==> src/rtl/i2c_cmd_arbiter_pkg.sv <==
// Shared widths and FSM encoding for the I2C command arbiter.
package i2c_cmd_arbiter_pkg;

    localparam int I2C_CTRL_W   = 11;
    localparam int I2C_STATUS_W = 10;
    localparam int I2C_BUSY_BIT = 9;

    typedef enum logic [2:0] {
        ARB_IDLE       = 3'd0,
        ARB_ISSUE      = 3'd1,
        ARB_WAIT_START = 3'd2,
        ARB_WAIT_DONE  = 3'd3,
        ARB_DONE       = 3'd4
    } arb_state_e;

endpackage

==> src/rtl/i2c_cmd_arbiter_rr_pick.sv <==
// Combinational requester picker: round-robin from 'start' by default,
// lowest-index fixed priority when I2C_ARB_FIXED_PRIO_EN is defined.
module i2c_cmd_arbiter_rr_pick #(
    parameter int NUM_REQ = 4
) (
    input  logic [NUM_REQ-1:0]         req,
    input  logic [$clog2(NUM_REQ)-1:0] start,
    output logic [$clog2(NUM_REQ)-1:0] grant,
    output logic                       any
);
    localparam int IDX_W = $clog2(NUM_REQ);

`ifdef I2C_ARB_FIXED_PRIO_EN
    always_comb begin
        grant = '0;
        any   = 1'b0;
        for (int k = 0; k < NUM_REQ; k++) begin
            if (!any && req[IDX_W'(k)]) begin
                grant = IDX_W'(k);
                any   = 1'b1;
            end
        end
    end
`else
    int rr_idx;

    // Walk the request vector starting at 'start', wrapping past NUM_REQ-1.
    always_comb begin
        grant  = '0;
        any    = 1'b0;
        rr_idx = 0;
        for (int k = 0; k < NUM_REQ; k++) begin
            rr_idx = int'(start) + k;
            if (rr_idx >= NUM_REQ) rr_idx = rr_idx - NUM_REQ;
            if (!any && req[IDX_W'(rr_idx)]) begin
                grant = IDX_W'(rr_idx);
                any   = 1'b1;
            end
        end
    end
`endif

endmodule

==> src/rtl/i2c_cmd_arbiter.sv <==
// Shares one i2c_controller among NUM_REQ requesters, with an optional bus lock.
// Define I2C_ARB_FIXED_PRIO_EN for fixed-priority selection instead of round-robin.
module i2c_cmd_arbiter
    import i2c_cmd_arbiter_pkg::*;
#(
    parameter int NUM_REQ   = 4,
    parameter int START_TMO = 15,
    parameter int LOCK_TMO  = 255
) (
    input  logic                          S00_AXI_aclk,
    input  logic                          S00_AXI_aresetn,
    input  logic [NUM_REQ-1:0]            req_valid_i,
    input  logic [NUM_REQ*I2C_CTRL_W-1:0] req_ctrl_i,
    input  logic [NUM_REQ-1:0]            req_lock_i,
    output logic [NUM_REQ-1:0]            req_ready_o,
    output logic [NUM_REQ-1:0]            rsp_valid_o,
    output logic [I2C_STATUS_W-1:0]       rsp_status_o,
    output logic                          rsp_err_o,
    output logic                          i2c_cmd_pulse_o,
    output logic [I2C_CTRL_W-1:0]         i2c_ctrl_reg_o,
    input  logic [I2C_STATUS_W-1:0]       i2c_status_reg_i,
    output logic                          arb_busy_o
);
    localparam int IDX_W   = $clog2(NUM_REQ);
    localparam int START_W = $clog2(START_TMO + 1);
    localparam int LOCK_W  = $clog2(LOCK_TMO + 1);

    arb_state_e              state, state_next;
    logic [IDX_W-1:0]        grant_q, last_grant, lock_owner, start_idx, pick_idx;
    logic                    pick_any, lock_held, lock_q, busy_seen, start_hit;
    logic [NUM_REQ-1:0]      eligible, grant_onehot;
    logic [I2C_CTRL_W-1:0]   ctrl_q;
    logic [I2C_STATUS_W-1:0] status_q, rsp_status_q;
    logic                    rsp_err_q;
    logic [START_W-1:0]      start_cnt, start_cnt_inc;
    logic [LOCK_W-1:0]       lock_cnt, lock_cnt_inc;

    assign start_idx    = (last_grant == IDX_W'(NUM_REQ - 1)) ? '0 : last_grant + IDX_W'(1);
    assign eligible     = lock_held ? (req_valid_i & (NUM_REQ'(1) << lock_owner)) : req_valid_i;
    assign grant_onehot = NUM_REQ'(1) << grant_q;
    assign busy_seen    = status_q[I2C_BUSY_BIT];

    assign start_cnt_inc = (start_cnt == START_W'(START_TMO)) ? start_cnt : start_cnt + START_W'(1);
    assign lock_cnt_inc  = (lock_cnt == LOCK_W'(LOCK_TMO)) ? lock_cnt : lock_cnt + LOCK_W'(1);
    assign start_hit     = (start_cnt_inc == START_W'(START_TMO));

    assign rsp_status_o = rsp_status_q;
    assign rsp_err_o    = rsp_err_q;

    i2c_cmd_arbiter_rr_pick #(
        .NUM_REQ (NUM_REQ)
    ) u_pick (
        .req   (eligible),
        .start (start_idx),
        .grant (pick_idx),
        .any   (pick_any)
    );

    always_ff @(posedge S00_AXI_aclk) begin
        if (!S00_AXI_aresetn) state <= ARB_IDLE;
        else                  state <= state_next;
    end

    always_comb begin
        state_next      = state;
        i2c_cmd_pulse_o = 1'b0;
        req_ready_o     = '0;
        rsp_valid_o     = '0;
        i2c_ctrl_reg_o  = '0;
        arb_busy_o      = (state != ARB_IDLE);
        if (state != ARB_IDLE) i2c_ctrl_reg_o = ctrl_q;
        unique case (state)
            ARB_IDLE: begin
                if (pick_any) state_next = ARB_ISSUE;
            end
            ARB_ISSUE: begin
                i2c_cmd_pulse_o = 1'b1;
                req_ready_o     = grant_onehot;
                state_next      = ARB_WAIT_START;
            end
            ARB_WAIT_START: begin
                if (busy_seen)      state_next = ARB_WAIT_DONE;
                else if (start_hit) state_next = ARB_DONE;
            end
            ARB_WAIT_DONE: begin
                if (!busy_seen) state_next = ARB_DONE;
            end
            ARB_DONE: begin
                rsp_valid_o = grant_onehot;
                state_next  = ARB_IDLE;
            end
            default: state_next = ARB_IDLE;
        endcase
    end

    // Controller status is registered once; busy decisions and the captured
    // response both use this copy, giving the two-cycle busy-fall to rsp latency.
    always_ff @(posedge S00_AXI_aclk) begin
        if (!S00_AXI_aresetn) begin
            grant_q      <= '0;
            last_grant   <= IDX_W'(NUM_REQ - 1);
            lock_owner   <= '0;
            lock_held    <= 1'b0;
            lock_q       <= 1'b0;
            ctrl_q       <= '0;
            status_q     <= '0;
            rsp_status_q <= '0;
            rsp_err_q    <= 1'b0;
            start_cnt    <= '0;
            lock_cnt     <= '0;
        end else begin
            status_q <= i2c_status_reg_i;
            unique case (state)
                ARB_IDLE: begin
                    // A valid lock owner is always picked, which also clears its idle count.
                    if (pick_any) begin
                        grant_q  <= pick_idx;
                        ctrl_q   <= req_ctrl_i[int'(pick_idx)*I2C_CTRL_W +: I2C_CTRL_W];
                        lock_q   <= req_lock_i[pick_idx];
                        lock_cnt <= '0;
                    end else if (lock_held) begin
                        lock_cnt <= lock_cnt_inc;
                        if (lock_cnt_inc == LOCK_W'(LOCK_TMO)) lock_held <= 1'b0;
                    end
                end
                ARB_ISSUE: start_cnt <= '0;
                ARB_WAIT_START: begin
                    start_cnt <= start_cnt_inc;
                    if (!busy_seen && start_hit) begin
                        rsp_status_q <= status_q;
                        rsp_err_q    <= 1'b1;
                    end
                end
                ARB_WAIT_DONE: begin
                    if (!busy_seen) begin
                        rsp_status_q <= status_q;
                        rsp_err_q    <= 1'b0;
                    end
                end
                ARB_DONE: begin
                    last_grant <= grant_q;
                    lock_owner <= grant_q;
                    lock_held  <= lock_q && !rsp_err_q;
                    lock_cnt   <= '0;
                end
                default: ;
            endcase
        end
    end

endmodule

==> config.mk <==
export PLATFORM = sky130hd
export DESIGN_NAME = i2c_cmd_arbiter
export DESIGN_NICKNAME = d
export VERILOG_FILES = /design/src/rtl/i2c_cmd_arbiter_pkg.sv /design/src/rtl/i2c_cmd_arbiter_rr_pick.sv /design/src/rtl/i2c_cmd_arbiter.sv
export SDC_FILE = /design/constraint.sdc
export NUM_CORES = 1
export LEC_CHECK = 0
export ABC_AREA = 1
export BUFFER_PORTS_ARGS = -buffer_cell sky130_fd_sc_hd__buf_2
export CELL_PAD_IN_SITES_DETAIL_PLACEMENT = 0
export CELL_PAD_IN_SITES_GLOBAL_PLACEMENT = 1
export CORE_AREA = 3 3 98 100
export DETAILED_ROUTE_END_ITERATION = 16
export DIE_AREA = 0 0 101 103
export PLACE_DENSITY_LB_ADDON = 0.3
export SYNTH_ARGS = -nofsm -noshare
export SYNTH_HDL_FRONTEND = slang
export SYNTH_SLANG_ARGS = --single-unit
==> constraint.sdc <==
create_clock -name S00_AXI_aclk -period 3.73 [get_ports S00_AXI_aclk]
set_input_delay 0.1865 -clock S00_AXI_aclk [delete_from_list [all_inputs] [get_ports S00_AXI_aclk]]
set_output_delay 0.1865 -clock S00_AXI_aclk [all_outputs]
set_load 0.01 [all_outputs]
==> flow_metrics.tcl <==
set metrics [dict create \
    finalMaxSlewViolations 0 \
    post-route-min-period_ns 3.063 \
    clk_pin_slew_ns 0.11 \
    viasPerCell 4.646 \
    cp_slowest_cell "ha_1" \
    rows 34 \
    diodes 0 \
    p_leak_nw 2.201 \
    clk_latency_ns 0.31 \
    die_y_um 103 \
    arrival_ns 3.26 \
    ios 96 \
    cts_buffer_depth 2 \
    synth_top_area_share_pct 33.42 \
    rr_endpoint "rsp_err_o" \
    synth_top_family_by_area "simple AND/OR/NAND/NOR gates" \
    setup_viol 0 \
    numCtsBuffers 5 \
    cap_violations 0 \
    drtPass1Iterations 4 \
    synth_fp_nets 598 \
    fmax_ghz 0.3264 \
    ff2ff_setup_slack_ns 0.67 \
    place_hpwl_um 6522 \
    drc 0 \
    netlist_top_cells_area "dfxtp_1 (33%), nand3_1 (14%), nand2_1 (14%)" \
    cts_resized 0 \
    grt_max_degree 32 \
    wire_per_inst_um 12.04 \
    syn_inst 531 \
    yosys.area.top_type "dfxtp_1" \
    fin_nets 681 \
    ctsRootBufferMaster "clkbuf_8" \
    synth_xor_area_share_pct 2.127 \
    skew_ns 0.006520 \
    crit_end "rsp_err_o" \
    gp_congestion 0.8226 \
    p_total_w 0.002426 \
    overflow 0 \
    timing.hold.ws_ns 0.04066 \
    die_area_um2 10400 \
    post-cts-setup-buffers 0 \
    worst_pin_slew_ns 1.015 \
    area_growth_pct 18.57 \
    reg2regPathDepth 12 \
    avgSynthCellArea_um2 6.204 \
    tns_ns 0 \
    cp_top_family "simple AND/OR/NAND/NOR gates" \
    synthMuxAreaShare_pct 0 \
    synth_compound_area_share_pct 9.457 \
    drive_gt1_share_pct 19.02 \
    worstSetupStartpointType "register" \
    ys_seq_area_share_pct 33.42 \
    grt_setup_unrepaired "false" \
    drt.antenna.violating_nets 0 \
    fillers 924 \
    path_common_cell "nand2_1" \
    path_depth 12 \
    ys_warn_count 0 \
    worstHoldPathCells 3 \
    cp_slowest_stage_delay_ns 0.52 \
    cts_sinks 55 \
    drt_iter0_markers 184 \
    antenna_found_initial 0 \
    fp.dieW_um 101 \
    critPathBufInv 1 \
    place_area_um2 3806 \
    hold_violations 0 \
    path_max_fanout 13 \
    ys_seq_elements 55 \
    status "completed" \
    power_density_nw_per_um2 621.1 \
    crit_start "last_grant[0]" \
    start_util_pct 37.59 \
    cts_tree "built" \
    fin_util_pct 44.57 \
    crit_type "register to register" \
    peakVddDrop_mv 0.2827 \
    slew_headroom_pct 32.26 \
    critPathCaptureType "register" \
    ctsHtreeMaxLevel 2 \
    grt_pass1_vias 3009 \
    vias 3359 \
    io_buffers 95 \
    final_area_um2 3906 \
    path_cells "ha_1, inv_1, nand2_1, nand2_1, nand3_1, nand2_2, nand4_4, nor2_1, nor2_1, nand2_1, o21ai_0, a21oi_1" \
    worstPathRequired_ns 3.93 \
    r2r_start "last_grant[0]" \
    synthDistinctLibCells 28 \
    routed_wl_um 8702 \
    netlist_area_um2 3294 \
    hold_path_class "input port to register" \
    grtUsageTotal_pct 16.68 \
    synth-adder-area-share_pct 1.139 \
    postCtsHoldBufs 0 \
    core-area_um2 8763 \
    grt_first_pass_wirelength_um 14160 \
    yosys.area_share.simple_pct 37.79 \
    post-route-period-util_pct 82.13 \
]
state kept, by name (all words and copies together) (netlist names):
signal / cells
rsp_status_o: 10
state: 3
start_cnt: 4
lock_cnt: 8
grant_q: 2
lock_held: 1
ctrl_q: 11
lock_q: 1
last_grant: 2
lock_owner: 2
rsp_err_o: 1
status_q: 10
cells in the mapped netlist, drive strengths merged:
cell    instances
a21oi          39
a31oi           2
and3            1
buf            14
clkbuf          6
dfxtp          55
ha              3
inv           112
nand2         131
nand3          96
nand4           6
nor2           34
nor3            6
o21ai          17
o31ai           1
xnor2           2
xor2            6
metrics by stage:
stage / setup slack [ns] / cells
after floorplan: 1.526 / 531
after global placement: 0.7257 / 715
after detailed placement: 0.6480 / 715
after CTS: 0.6086 / 723
after global routing: 0.3218 / 723
final: 0.6666 / 723
per-layer routing:
layer | wire length, um | global-route usage [%] | vias to the layer above
li1 | - | - | 1819
met1 | 4308 | 23.76 | 1446
met2 | 3777 | 26.48 | 87
met3 | 537 | 2.706 | 7
met4 | 78 | 3.988 | 0
met5 | 0 | 0 | -
layout make-up:
type                    count  area (um^2)  area share [%]
clock buffers               5        68.82           1.762
clock inverters             3        31.28          0.8008
inverters                 112        422.9           10.83
multi-input cells         344         1664           42.60
flip-flops and latches     55         1101           28.19
well taps                 108        135.1           3.459
repair buffers             96        483.0           12.36
layout by cell type (no fill, tap or decap), drive strengths merged:
cell type	count
nand3	96
clkbuf	5
o21ai	17
xnor2	2
a21oi	39
and3	1
nand4	6
nor2	34
buf	96
nand2	131
a31oi	2
inv	115
nor3	6
dfxtp	55
xor2	6
o31ai	1
ha	3
cells by family (layout without fill, tap and decap cells):
family / after synthesis / after routing
XOR/XNOR: 8 / 8
adder cells (fa/ha/maj): 3 / 3
AO/OA/AOI/OAI: 59 / 59
flip-flops: 55 / 55
buffers and inverters: 132 / 216
AND/OR/NAND/NOR: 274 / 274
how the worst min path moves through the flow:
stage                              startpoint     endpoint  slack, ns
after CTS                 i2c_status_reg_i[2]  status_q[2]       0.03
final                     i2c_status_reg_i[2]  status_q[2]       0.04
after global placement    i2c_status_reg_i[2]  status_q[2]       0.36
after detailed placement  i2c_status_reg_i[2]  status_q[2]       0.36
after floorplan           i2c_status_reg_i[2]  status_q[2]       0.28
after global routing      i2c_status_reg_i[1]  status_q[1]       0.04
tightest hold or removal path: stages:
cell     delay (ns)
buf_2          0.07
nand2_1        0.04
inv_1          0.04
power breakdown:
| group | internal, W | switching (W) | leakage, nW | total [W] |
|---|---|---|---|---|
| clock network | 0.000145 | 0.000218 | 0.0526 | 0.000363 |
| registers | 0.000731 | 0.000102 | 0.452 | 0.000833 |
| logic | 0.000399 | 0.000831 | 1.70 | 0.00123 |
| total | 0.00127 | 0.00115 | 2.20 | 0.00243 |
(Power assumes the default switching activity.)
